$ cat src/rtl/t02_mem_arbiter_if.sv
// ============================================================================
// Module      : t02_mem_arbiter_if
// Description : Client-side request/completion signals and the shared RAM bus
//               of the t02_mem_arbiter, bundled with an arbiter-side (master)
//               and an environment-side (slave) view.
// Revision    : 1.0 - initial release
// ============================================================================
`default_nettype none

interface t02_mem_arbiter_if #(
    parameter int NUM_CH = 2,
    parameter int ADDR_W = 32,
    parameter int DATA_W = 32
);
    // Client channels
    logic [NUM_CH-1:0]        ch_req;
    logic [NUM_CH-1:0]        ch_we;
    logic [NUM_CH*ADDR_W-1:0] ch_addr;
    logic [NUM_CH*DATA_W-1:0] ch_wdata;
    logic [DATA_W-1:0]        ch_rdata;
    logic [NUM_CH-1:0]        ch_ready;
    logic [NUM_CH-1:0]        ch_err;

    // Shared RAM bus
    logic [ADDR_W-1:0]        ramaddr;
    logic [DATA_W-1:0]        ramstore;
    logic                     Ren;
    logic                     Wen;
    logic [DATA_W-1:0]        ramload;
    logic                     busy_o;

    // Arbiter view
    modport master (
        input  ch_req, ch_we, ch_addr, ch_wdata, ramload, busy_o,
        output ch_rdata, ch_ready, ch_err, ramaddr, ramstore, Ren, Wen
    );

    // Clients and RAM bridge view
    modport slave (
        output ch_req, ch_we, ch_addr, ch_wdata, ramload, busy_o,
        input  ch_rdata, ch_ready, ch_err, ramaddr, ramstore, Ren, Wen
    );
endinterface

`default_nettype wire

$ cat src/rtl/t02_mem_arbiter.sv
// ============================================================================
// Module      : t02_mem_arbiter
// Description : Round-robin arbiter placing NUM_CH memory clients onto one
//               shared RAM bus. One outstanding transaction, registered bus
//               outputs, one-cycle per-channel completion pulse.
//               Optional WAIT-state timeout: define T02_ARB_TIMEOUT_EN.
// Revision    : 1.0 - initial release
// ============================================================================
`default_nettype none

module t02_mem_arbiter #(
    parameter int NUM_CH      = 2,
    parameter int ADDR_W      = 32,
    parameter int DATA_W      = 32,
    parameter int TIMEOUT_CYC = 255
) (
    input  logic                      clk,
    input  logic                      nrst,
    input  logic                      enable,
    t02_mem_arbiter_if.master         bus,
    output logic [$clog2(NUM_CH)-1:0] grant_id
);

    localparam int GID_W = $clog2(NUM_CH);

    localparam logic [1:0] S_IDLE  = 2'd0;
    localparam logic [1:0] S_ISSUE = 2'd1;
    localparam logic [1:0] S_WAIT  = 2'd2;
    localparam logic [1:0] S_DONE  = 2'd3;

    logic [1:0]        r_state;
    logic [GID_W-1:0]  r_grant;
    logic              r_we;
    logic [ADDR_W-1:0] r_ramaddr;
    logic [DATA_W-1:0] r_ramstore;
    logic              r_ren;
    logic              r_wen;
    logic [DATA_W-1:0] r_rdata;
    logic [NUM_CH-1:0] r_ready;

    logic              w_found;
    logic [GID_W-1:0]  w_next;
    logic [GID_W-1:0]  w_idx;
    logic [ADDR_W-1:0] w_sel_addr;
    logic [DATA_W-1:0] w_sel_wdata;
    logic              w_sel_we;
    logic              w_timeout;

    // Round-robin scan: first requester above the last grant, wrapping around
    always_comb begin
        w_found = 1'b0;
        w_next  = r_grant;
        w_idx   = '0;
        for (int k = 1; k <= NUM_CH; k++) begin
            w_idx = GID_W'((int'(r_grant) + k) % NUM_CH);
            if (!w_found && bus.ch_req[w_idx]) begin
                w_found = 1'b1;
                w_next  = w_idx;
            end
        end
    end

    // Pick the winning channel's address, data and direction
    always_comb begin
        w_sel_addr  = '0;
        w_sel_wdata = '0;
        w_sel_we    = 1'b0;
        for (int i = 0; i < NUM_CH; i++) begin
            if (w_next == GID_W'(i)) begin
                w_sel_addr  = bus.ch_addr[i*ADDR_W +: ADDR_W];
                w_sel_wdata = bus.ch_wdata[i*DATA_W +: DATA_W];
                w_sel_we    = bus.ch_we[i];
            end
        end
    end

`ifdef T02_ARB_TIMEOUT_EN
    localparam int TO_W = (TIMEOUT_CYC > 1) ? $clog2(TIMEOUT_CYC + 1) : 1;

    logic [TO_W-1:0]   r_to_cnt;
    logic [NUM_CH-1:0] r_err;

    // WAIT-cycle counter; zero on entry to ISSUE, counts busy WAIT cycles
    always_ff @(posedge clk or negedge nrst) begin
        if (!nrst) begin
            r_to_cnt <= '0;
        end else if (r_state == S_WAIT) begin
            r_to_cnt <= r_to_cnt + 1'b1;
        end else begin
            r_to_cnt <= '0;
        end
    end

    // The last permitted busy WAIT cycle aborts the transaction
    assign w_timeout = (r_to_cnt == TO_W'(TIMEOUT_CYC - 1));

    // One-cycle error pulse for the channel whose transaction timed out
    always_ff @(posedge clk or negedge nrst) begin
        if (!nrst) begin
            r_err <= '0;
        end else begin
            r_err <= '0;
            if (r_state == S_WAIT && bus.busy_o && w_timeout) begin
                r_err[r_grant] <= 1'b1;
            end
        end
    end

    assign bus.ch_err = r_err;
`else
    logic [31:0] w_unused_timeout;

    assign w_unused_timeout = 32'(TIMEOUT_CYC);
    assign w_timeout        = 1'b0;
    assign bus.ch_err       = '0;
`endif

    // Main transaction FSM and registered bus/client outputs
    always_ff @(posedge clk or negedge nrst) begin
        if (!nrst) begin
            r_state    <= S_IDLE;
            r_grant    <= GID_W'(NUM_CH - 1);
            r_we       <= 1'b0;
            r_ramaddr  <= '0;
            r_ramstore <= '0;
            r_ren      <= 1'b0;
            r_wen      <= 1'b0;
            r_rdata    <= '0;
            r_ready    <= '0;
        end else begin
            r_ready <= '0;
            case (r_state)
                S_IDLE: begin
                    if (enable && w_found) begin
                        r_grant    <= w_next;
                        r_ramaddr  <= w_sel_addr;
                        r_ramstore <= w_sel_wdata;
                        r_we       <= w_sel_we;
                        r_ren      <= ~w_sel_we;
                        r_wen      <= w_sel_we;
                        r_state    <= S_ISSUE;
                    end
                end
                S_ISSUE: begin
                    // bus busy is not sampled on the first strobe cycle
                    r_state <= S_WAIT;
                end
                S_WAIT: begin
                    if (!bus.busy_o) begin
                        if (!r_we) begin
                            r_rdata <= bus.ramload;
                        end
                        r_ren            <= 1'b0;
                        r_wen            <= 1'b0;
                        r_ready[r_grant] <= 1'b1;
                        r_state          <= S_DONE;
                    end else if (w_timeout) begin
                        r_ren   <= 1'b0;
                        r_wen   <= 1'b0;
                        r_state <= S_IDLE;
                    end
                end
                S_DONE: begin
                    // completion cycle: no grant so clients may change requests
                    r_state <= S_IDLE;
                end
                default: begin
                    r_state <= S_IDLE;
                end
            endcase
        end
    end

    assign bus.ramaddr  = r_ramaddr;
    assign bus.ramstore = r_ramstore;
    assign bus.Ren      = r_ren;
    assign bus.Wen      = r_wen;
    assign bus.ch_rdata = r_rdata;
    assign bus.ch_ready = r_ready;
    assign grant_id     = r_grant;

endmodule

`default_nettype wire

$ cat src/flat_wrapper.sv
// flat-port wrapper written by rule: the top's interface ports become plain ports
module t02_mem_arbiter_flat 
#(
    parameter int NUM_CH      = 2,
    parameter int ADDR_W      = 32,
    parameter int DATA_W      = 32,
    parameter int TIMEOUT_CYC = 255
)
  (clk, nrst, enable, grant_id, bus_ch_req, bus_ch_we, bus_ch_addr, bus_ch_wdata, bus_ramload, bus_busy_o, bus_ch_rdata, bus_ch_ready, bus_ch_err, bus_ramaddr, bus_ramstore, bus_Ren, bus_Wen);
  t02_mem_arbiter_if #(.NUM_CH(NUM_CH), .ADDR_W(ADDR_W), .DATA_W(DATA_W)) bus_i ();
  input  logic clk;
  input  logic nrst;
  input  logic enable;
  output logic [$clog2(NUM_CH)-1:0] grant_id;
  input wire logic [$bits(bus_i.ch_req)-1:0] bus_ch_req;
  input wire logic [$bits(bus_i.ch_we)-1:0] bus_ch_we;
  input wire logic [$bits(bus_i.ch_addr)-1:0] bus_ch_addr;
  input wire logic [$bits(bus_i.ch_wdata)-1:0] bus_ch_wdata;
  input wire logic [$bits(bus_i.ramload)-1:0] bus_ramload;
  input wire logic [$bits(bus_i.busy_o)-1:0] bus_busy_o;
  output wire logic [$bits(bus_i.ch_rdata)-1:0] bus_ch_rdata;
  output wire logic [$bits(bus_i.ch_ready)-1:0] bus_ch_ready;
  output wire logic [$bits(bus_i.ch_err)-1:0] bus_ch_err;
  output wire logic [$bits(bus_i.ramaddr)-1:0] bus_ramaddr;
  output wire logic [$bits(bus_i.ramstore)-1:0] bus_ramstore;
  output wire logic [$bits(bus_i.Ren)-1:0] bus_Ren;
  output wire logic [$bits(bus_i.Wen)-1:0] bus_Wen;
  assign bus_i.ch_req = bus_ch_req;
  assign bus_i.ch_we = bus_ch_we;
  assign bus_i.ch_addr = bus_ch_addr;
  assign bus_i.ch_wdata = bus_ch_wdata;
  assign bus_i.ramload = bus_ramload;
  assign bus_i.busy_o = bus_busy_o;
  assign bus_ch_rdata = bus_i.ch_rdata;
  assign bus_ch_ready = bus_i.ch_ready;
  assign bus_ch_err = bus_i.ch_err;
  assign bus_ramaddr = bus_i.ramaddr;
  assign bus_ramstore = bus_i.ramstore;
  assign bus_Ren = bus_i.Ren;
  assign bus_Wen = bus_i.Wen;
  t02_mem_arbiter #(.NUM_CH(NUM_CH), .ADDR_W(ADDR_W), .DATA_W(DATA_W), .TIMEOUT_CYC(TIMEOUT_CYC)) u_core (.clk(clk), .nrst(nrst), .enable(enable), .bus(bus_i), .grant_id(grant_id));
endmodule
$ cat config.mk
export PLATFORM = sky130hd
export DESIGN_NAME = t02_mem_arbiter_flat
export DESIGN_NICKNAME = d
export VERILOG_FILES = /design/src/rtl/t02_mem_arbiter_if.sv /design/src/rtl/t02_mem_arbiter.sv /design/src/flat_wrapper.sv
export SDC_FILE = /design/constraint.sdc
export NUM_CORES = 1
export LEC_CHECK = 0
export ABC_CLOCK_PERIOD_IN_PS = 3100
export BUFFER_PORTS_ARGS = -buffer_cell sky130_fd_sc_hd__buf_4
export CORE_AREA = 2 2 106 108
export DETAILED_ROUTE_END_ITERATION = 16
export DIE_AREA = 0 0 108 110
export PLACE_DENSITY_LB_ADDON = 0.2
export RECOVER_POWER = 50
export SLEW_MARGIN = 5
export SYNTH_ARGS = -nofsm -noshare
export SYNTH_HDL_FRONTEND = slang
export SYNTH_SLANG_ARGS = --single-unit
export TNS_END_PERCENT = 1
$ cat constraint.sdc
create_clock -name clk -period 3.1 [get_ports clk]
set_input_delay 0.155 -clock clk [delete_from_list [all_inputs] [get_ports clk]]
set_output_delay 0.155 -clock clk [all_outputs]
set_load 0.005 [all_outputs]
* Yosys cells after proc, flatten, opt, wreduce, memory -nomap -nowiden
Cells that the tools add are included.
Storage, ports and cells: input port bits 168, word-level logic and storage cells 56, register bits after elaboration 104, output and inout bits 103
Cells by class: reduce and logical (&&, ||, !) cells 10, add/sub/neg operators 2, muxes and demuxes 23, equality and inequality tests 5, bitwise gates (word level) 3, order comparisons 4
Operators with widths (number):
- two-way mux 32 bit | 2
- two-way mux 1 bit | 13
- two-way mux 2 bit | 4
- one-hot mux 2 bit (4 select lines) | 1
- less-than comparator 1 x 2 -> 1 bit (second input constant) | 3
- AND reduction 3 bit | 2
- == test 2 bit (second input constant) | 2
- one-hot mux 1 bit (2 select lines) | 2
- AND reduction 2 bit | 2
- logical AND 1 bit | 3
- NOT 1 bit | 3
- adder 1 bit (second input constant) | 2
- == test 2 x 1 -> 1 bit (second input constant) | 1
- logical NOT 2 bit | 1
- != test 2 x 1 -> 1 bit (second input constant) | 1
- != test 2 bit (second input constant) | 1
- nonzero test 2 bit | 1
- demux 1 bit (select 1 bit) | 1
- greater-or-equal comparator 1 bit (second input constant) | 1
- logical NOT 1 bit | 1

* Depth between registers and ports, before layout
word-level depth 11, mapped depth 7, mapped depth without buffers 5

* Worst setup path after synthesis
Ideal clock, no wire load.
kind register to register, from register u_core.r_state[0], to register u_core.r_rdata[0], in the netlist u_core.bus.ch_rdata[0], path buffers 1, required time 2.975 ns, library setup time 0.125 ns, period minus slack after synthesis 1.613 ns, setup slack 1.487 ns, arrival 1.488 ns, cell stages (with the launch flop) 7, cells stage by stage dfrtp_1 -> inv_1 -> ha_1 -> nand2b_1 -> nor2_2 -> buf_4 -> mux2_2
Between the ends: word-level cells in the longest chain between the ends 2
Ends and longest elaborated chain:
- start, declared | line t02_mem_arbiter.sv:31 | logic [1:0] r_state;
- start signal, assigned | line t02_mem_arbiter.sv:121 | r_state <= S_IDLE;
- start signal, assigned | line t02_mem_arbiter.sv:141 | r_state <= S_ISSUE;
- start signal, assigned | line t02_mem_arbiter.sv:146 | r_state <= S_WAIT;
- == test 2 bit | line t02_mem_arbiter.sv:132 | case (r_state)
- AND reduction 3 bit (no line)
- end signal, assigned | line t02_mem_arbiter.sv:151 | r_rdata <= bus.ramload;
- end, declared | line t02_mem_arbiter.sv:38 | logic [DATA_W-1:0] r_rdata;
No other way between the ends. A chain may end at the register's enable or synchronous reset.

* Worst setup path after layout
from register u_core.r_grant, in the netlist u_core.grant_id, to register u_core.r_ramstore[22], in the netlist u_core.bus.ramstore[22]
Between the ends: word-level cells in the longest chain between the ends 9, elaborated cells on any way between the ends 15, those cells by class add/sub (2); mux (9); reduce/logical (4)
Ends and longest elaborated chain:
- start, declared | line t02_mem_arbiter.sv:32 | logic [GID_W-1:0] r_grant;
- start signal, assigned | line t02_mem_arbiter.sv:122 | r_grant <= GID_W'(NUM_CH - 1);
- start signal, assigned | line t02_mem_arbiter.sv:135 | r_grant <= w_next;
- adder 1 bit | line t02_mem_arbiter.sv:55 | w_idx = GID_W'((int'(r_grant) + k) % NUM_CH);
- two-way mux 1 bit (implied by the code) (2 in series) | line t02_mem_arbiter.sv:56 | if (!w_found && bus.ch_req[w_idx]) begin
- two-way mux 1 bit | line t02_mem_arbiter.sv:56
- logical NOT 1 bit | line t02_mem_arbiter.sv:56
- logical AND 1 bit | line t02_mem_arbiter.sv:56
- two-way mux 1 bit | line t02_mem_arbiter.sv:56
- logical AND 1 bit | line t02_mem_arbiter.sv:134 | if (enable && w_found) begin
- AND reduction 2 bit (no line)
- end signal, assigned | line t02_mem_arbiter.sv:137 | r_ramstore <= w_sel_wdata;
- end, declared | line t02_mem_arbiter.sv:35 | logic [DATA_W-1:0] r_ramstore;
Parallel ways exist; a longest one is shown, timed or not. The select of a mux whose other input is x is not followed.

==> qor_table.md <==
| Stage | Item | Reported |
| --- | --- | --- |
| clock network | Maximum clock path buffer count | 2 |
| floorplanning | Count of pins on the block boundary | 271 |
| sta | Worst Skew | 0.0187 ns |
| place | Number of port buffers | 268 |
| logic synthesis | Seq cells post-synth | 104 |
| final layout | Count of antenna diodes in the layout | 0 |
| sta | Maximum clock rate | 0.482 GHz |
| power and ir drop | PnR Total Power | 5.67 mW |
| critical path | Series of cell instances along the critical path | o21ai_4, buf_12, mux2i_1, o21ai_0 |
| logic synthesis | Total number of yosys warnings | 0 |
| critical path | Worst Path Required | 3.33 ns |
| critical path | Crit-path max cell delay | 0.83 ns |
| critical path | Launching element type of the critical path | flip-flop |
| route | Vias per Instance | 4.72 |
| critical path | Total buffers and inverters traversed by the critical path | 1 |
| outcome | Run status | finished clean |
| critical path | Worst Setup End Kind | flip-flop |
| sta | Transition time of the tightest slew-check pin | 1.09 ns |
| route | Number of iterations in the first detailed-routing pass | 5 |
| min path | Type of the tightest min-delay check | in2reg |
| clock network | Inserted Clock Buffers | 9 |
| floorplanning | Core area | 10700 um^2 |
| job | Max-cap violation count | 0 |
| logic synthesis | Register area share after synthesis | 56.4% |
| global routing | Via count of the first global-routing pass | 3805 |
| power and ir drop | Leak pwr | 3.50 nW |
| logic synthesis | Mean instance size in the synthesized netlist | 11.9 um^2 |
| place | Half-perimeter wire length after placement | 9.17 mm |
| clock network | CTS tree | built |
| sta | Final hold violations | 0 |
| critical path | Worst setup path startpoint | u_core.grant_id$_DFFE_PN1P_ |
| logic synthesis | Most common flop cell mapped by yosys | dfrtp_1 |
| route | Total via count after detailed routing | 3772 |
| logic synthesis | Largest family of logic cells by synthesized area | multiplexers |
| logic synthesis | Number of different library cells in the post-synthesis netlist | 27 |
| route | Drt initial violations | 160 |
| critical path | Instance count on the critical path | 4 |
| global routing | Largest net degree at the start of global routing | 105 |
| critical path | Worst setup path endpoint | u_core.bus.ramstore[22]$_DFFE_PN0P_ |
| place | Total placed instance area | 6660 um^2 |
| sta | Relative max-transition margin | 26.7% |
| critical path | Endpoint arrival time on the critical path | 2.31 ns |
| logic synthesis | Share of flip-flops with an asynchronous set or reset | 100% |
| floorplanning | Height of the chip | 110 um |
| clock network | Number of levels the H-tree was split into | 3 |
| global routing | Total grt overflow | 0 |
| logic synthesis | Adder-Cell Fraction of Synth Area | 0.813% |
| floorplanning | Die Span X | 108 um |
| sta | Final worst path period need | 2.08 ns |
| critical path | Top fanout value on the critical path | 41 |
| critical path | Highest-delay cell along the critical path | o21ai_4 |
| critical path | Cell family contributing the most delay on the critical path | compound AO/OA/AOI/OAI gates |
| final layout | Share of cells above drive strength 1 | 46.7% |
| critical path | WS Path Type | reg2reg |
| clock network | Clk_lat worst skew | 0.36 ns |
| sta | Fin worst setup slack | 1.02 ns |
| logic synthesis | Most instantiated library cell after synthesis | dfrtp_1 |
| logic synthesis | Top cell type's share of synthesized area | 55.8% |
| place | Worst slack at placement | 0.974 ns |
| power and ir drop | PwrDens | 825 nW/um^2 |
| sta | Setup TNS after final layout | 0 ns |
| route | Per-cell routed wire length | 15.1 um |
| final layout | Area of all placed cells without fillers | 6870 um^2 |
| logic synthesis | Post-Synthesis Cells | 388 |
| clock network | Number of sinks handled by clock tree synthesis | 104 |
| critical path | Startpoint of the worst-slack reg-to-reg timing path | u_core.grant_id$_DFFE_PN1P_ |
| global routing | Total routing usage reported by global routing | 20.2% |
| clock network | Root cell of the clock tree | clkbuf_8 |
| logic synthesis | Post-synthesis simple-gate area fraction | 6.88% |
| floorplanning | Starting density of the core | 43.2% |
| clock network | Post CTS Setup Buffer Count | 0 |
| logic synthesis | Yosys top cell by area | dfrtp_1 |
| route | Post-route DRC | 0 |
| sta | Unrepaired setup endpoints after global routing | no |
| logic synthesis | Biggest area contributors in the synthesized netlist | dfrtp_1, mux2i_1, mux2_2, nand2_1, o21ai_1 |
| critical path | Minimum setup slack among reg-to-reg paths | 1.02 ns |
| power and ir drop | Max rail drop VDD | 0.425 mV |
| final layout | Area growth from synthesis to layout | 48.7% |
| place | Final RePlAce weighted congestion | 0.746 |
| clock network | Clock-pin slew of the registers on the worst-case setup and hold paths | 0.11 ns |
| sta | Final setup violation count | 0 |
| critical path | Worst reg2reg path depth | 4 |
| critical path | Reg-to-Reg End | u_core.bus.ramstore[22]$_DFFE_PN0P_ |
| sta | Part of the cycle the worst path needs | 67.0% |
| logic synthesis | Multiplexer area fraction after synthesis | 21.9% |
| logic synthesis | XOR/XNOR Fraction of Synth Area | 0% |
| sta | Slew Viols, Final | 0 |
| floorplanning | Cell Rows | 38 |
| route | Final Routed Wirelength | 12.1 mm |
| logic synthesis | Post-synthesis instance area | 4620 um^2 |
| logic synthesis | Post-synth EDFFs | 0 |
| floorplanning | Die area | 11900 um^2 |
| logic synthesis | Compound-cell area share of the yosys netlist | 8.64% |
| global routing | First-pass GRT wire length | 18.6 mm |
| route | Post-route ant nets | 0 |
| global routing | Initial antenna violation count | 0 |
| final layout | Post-layout net count | 825 |
| logic synthesis | Top post-synthesis cells by count | dfrtp_1, nand2_1, mux2i_1 |
==> per-layer routing <==
layer | global-route usage, % | share of wire, % | vias to the layer above
met5 | 0 | 0 | -
met4 | 9.07 | 2.3 | 0
met3 | 5.00 | 7.2 | 20
met2 | 36.1 | 53 | 147
met1 | 23.1 | 37 | 1738
li1 | - | - | 1867
==> kinds of logic after synthesis <==
group | after synthesis
DFF | 104
buffers and inverters | 29
adders and majority gates | 3
and+or+nand+nor | 80
other | 1
muxes | 97
AOI/OAI and AO/OA | 74
==> cells in the final DEF (no fill, tap or decap), types with 2 or more instances in the layout <==
cell / n
buf_12: 3
buf_4: 218
clkbuf_1: 17
clkbuf_4: 34
clkbuf_8: 10
clkinv_4: 4
conb_1: 2
dfrtp_1: 103
dlygate4sd3_1: 8
ha_1: 3
inv_1: 3
inv_6: 2
mux2_2: 32
mux2i_1: 65
nand2_1: 69
nand2b_1: 2
nor2_1: 5
o21ai_0: 17
o21ai_1: 51
==> worst min path at each step <==
stage,cells after the start,endpoint,startpoint
after CTS,2,u_core.bus.ch_rdata[27]$_DFFE_PN0P_,bus_ramload[27]
after global placement,2,u_core.bus.ch_rdata[20]$_DFFE_PN0P_,nrst
after floorplan,0,u_core.bus.Ren$_DFFE_PN0P_,nrst
after global routing,2,u_core.bus.ch_rdata[25]$_DFFE_PN0P_,bus_ramload[25]
final,2,u_core.bus.ch_rdata[23]$_DFFE_PN0P_,bus_ramload[23]
after detailed placement,2,u_core.bus.ch_rdata[20]$_DFFE_PN0P_,nrst
==> registers in the layout (all words and copies together), names as in the netlist <==
name / flops
u_core.r_we: 1
u_core.grant_id: 1
u_core.bus.ch_ready: 2
u_core.r_state: 2
u_core.bus.Ren: 1
u_core.bus.Wen: 1
u_core.bus.ramaddr: 32
u_core.bus.ramstore: 32
u_core.bus.ch_rdata: 32
==> where the power goes <==
group / switching (mW) / internal, mW / total (mW)
clock: 0.474 / 0.326 / 0.800
sequential: 0.335 / 1.99 / 2.33
combinational: 1.11 / 1.43 / 2.54
==> worst reg2reg max path: stages, from the launching register on <==
cell and delay, ns:
dfstp_2 0.42, o21ai_4 0.83, buf_12 0.37, mux2i_1 0.25
o21ai_0 0.09
==> layout make-up <==
cell class,count,area (um^2)
clock buffers,10,138
clock inverters,6,52.6
fillers,933,3830
inverters,3,11.3
multi-input cells,256,1790
flip-flops and latches,104,2600
well taps,140,175
repair buffers,280,2100
==> per-stage QoR <==
step           utilization [%]  cells  hold slack (ns)
3_5_place_dp              62.2    775            0.265
3_3_place_gp              62.2    775            0.266
4_1_cts                   64.8    799         0.000780
2_1_floorplan                -    389           -0.141
6_report                  64.2    799           0.0238
5_1_grt                   64.2    799         0.000473
==> what timing repair did <==
item	in CTS	in global routing
endpoints found under the hold margin	110	0
resized for setup	0	0
hold buffers	8	0
(Power assumes the default switching activity.)
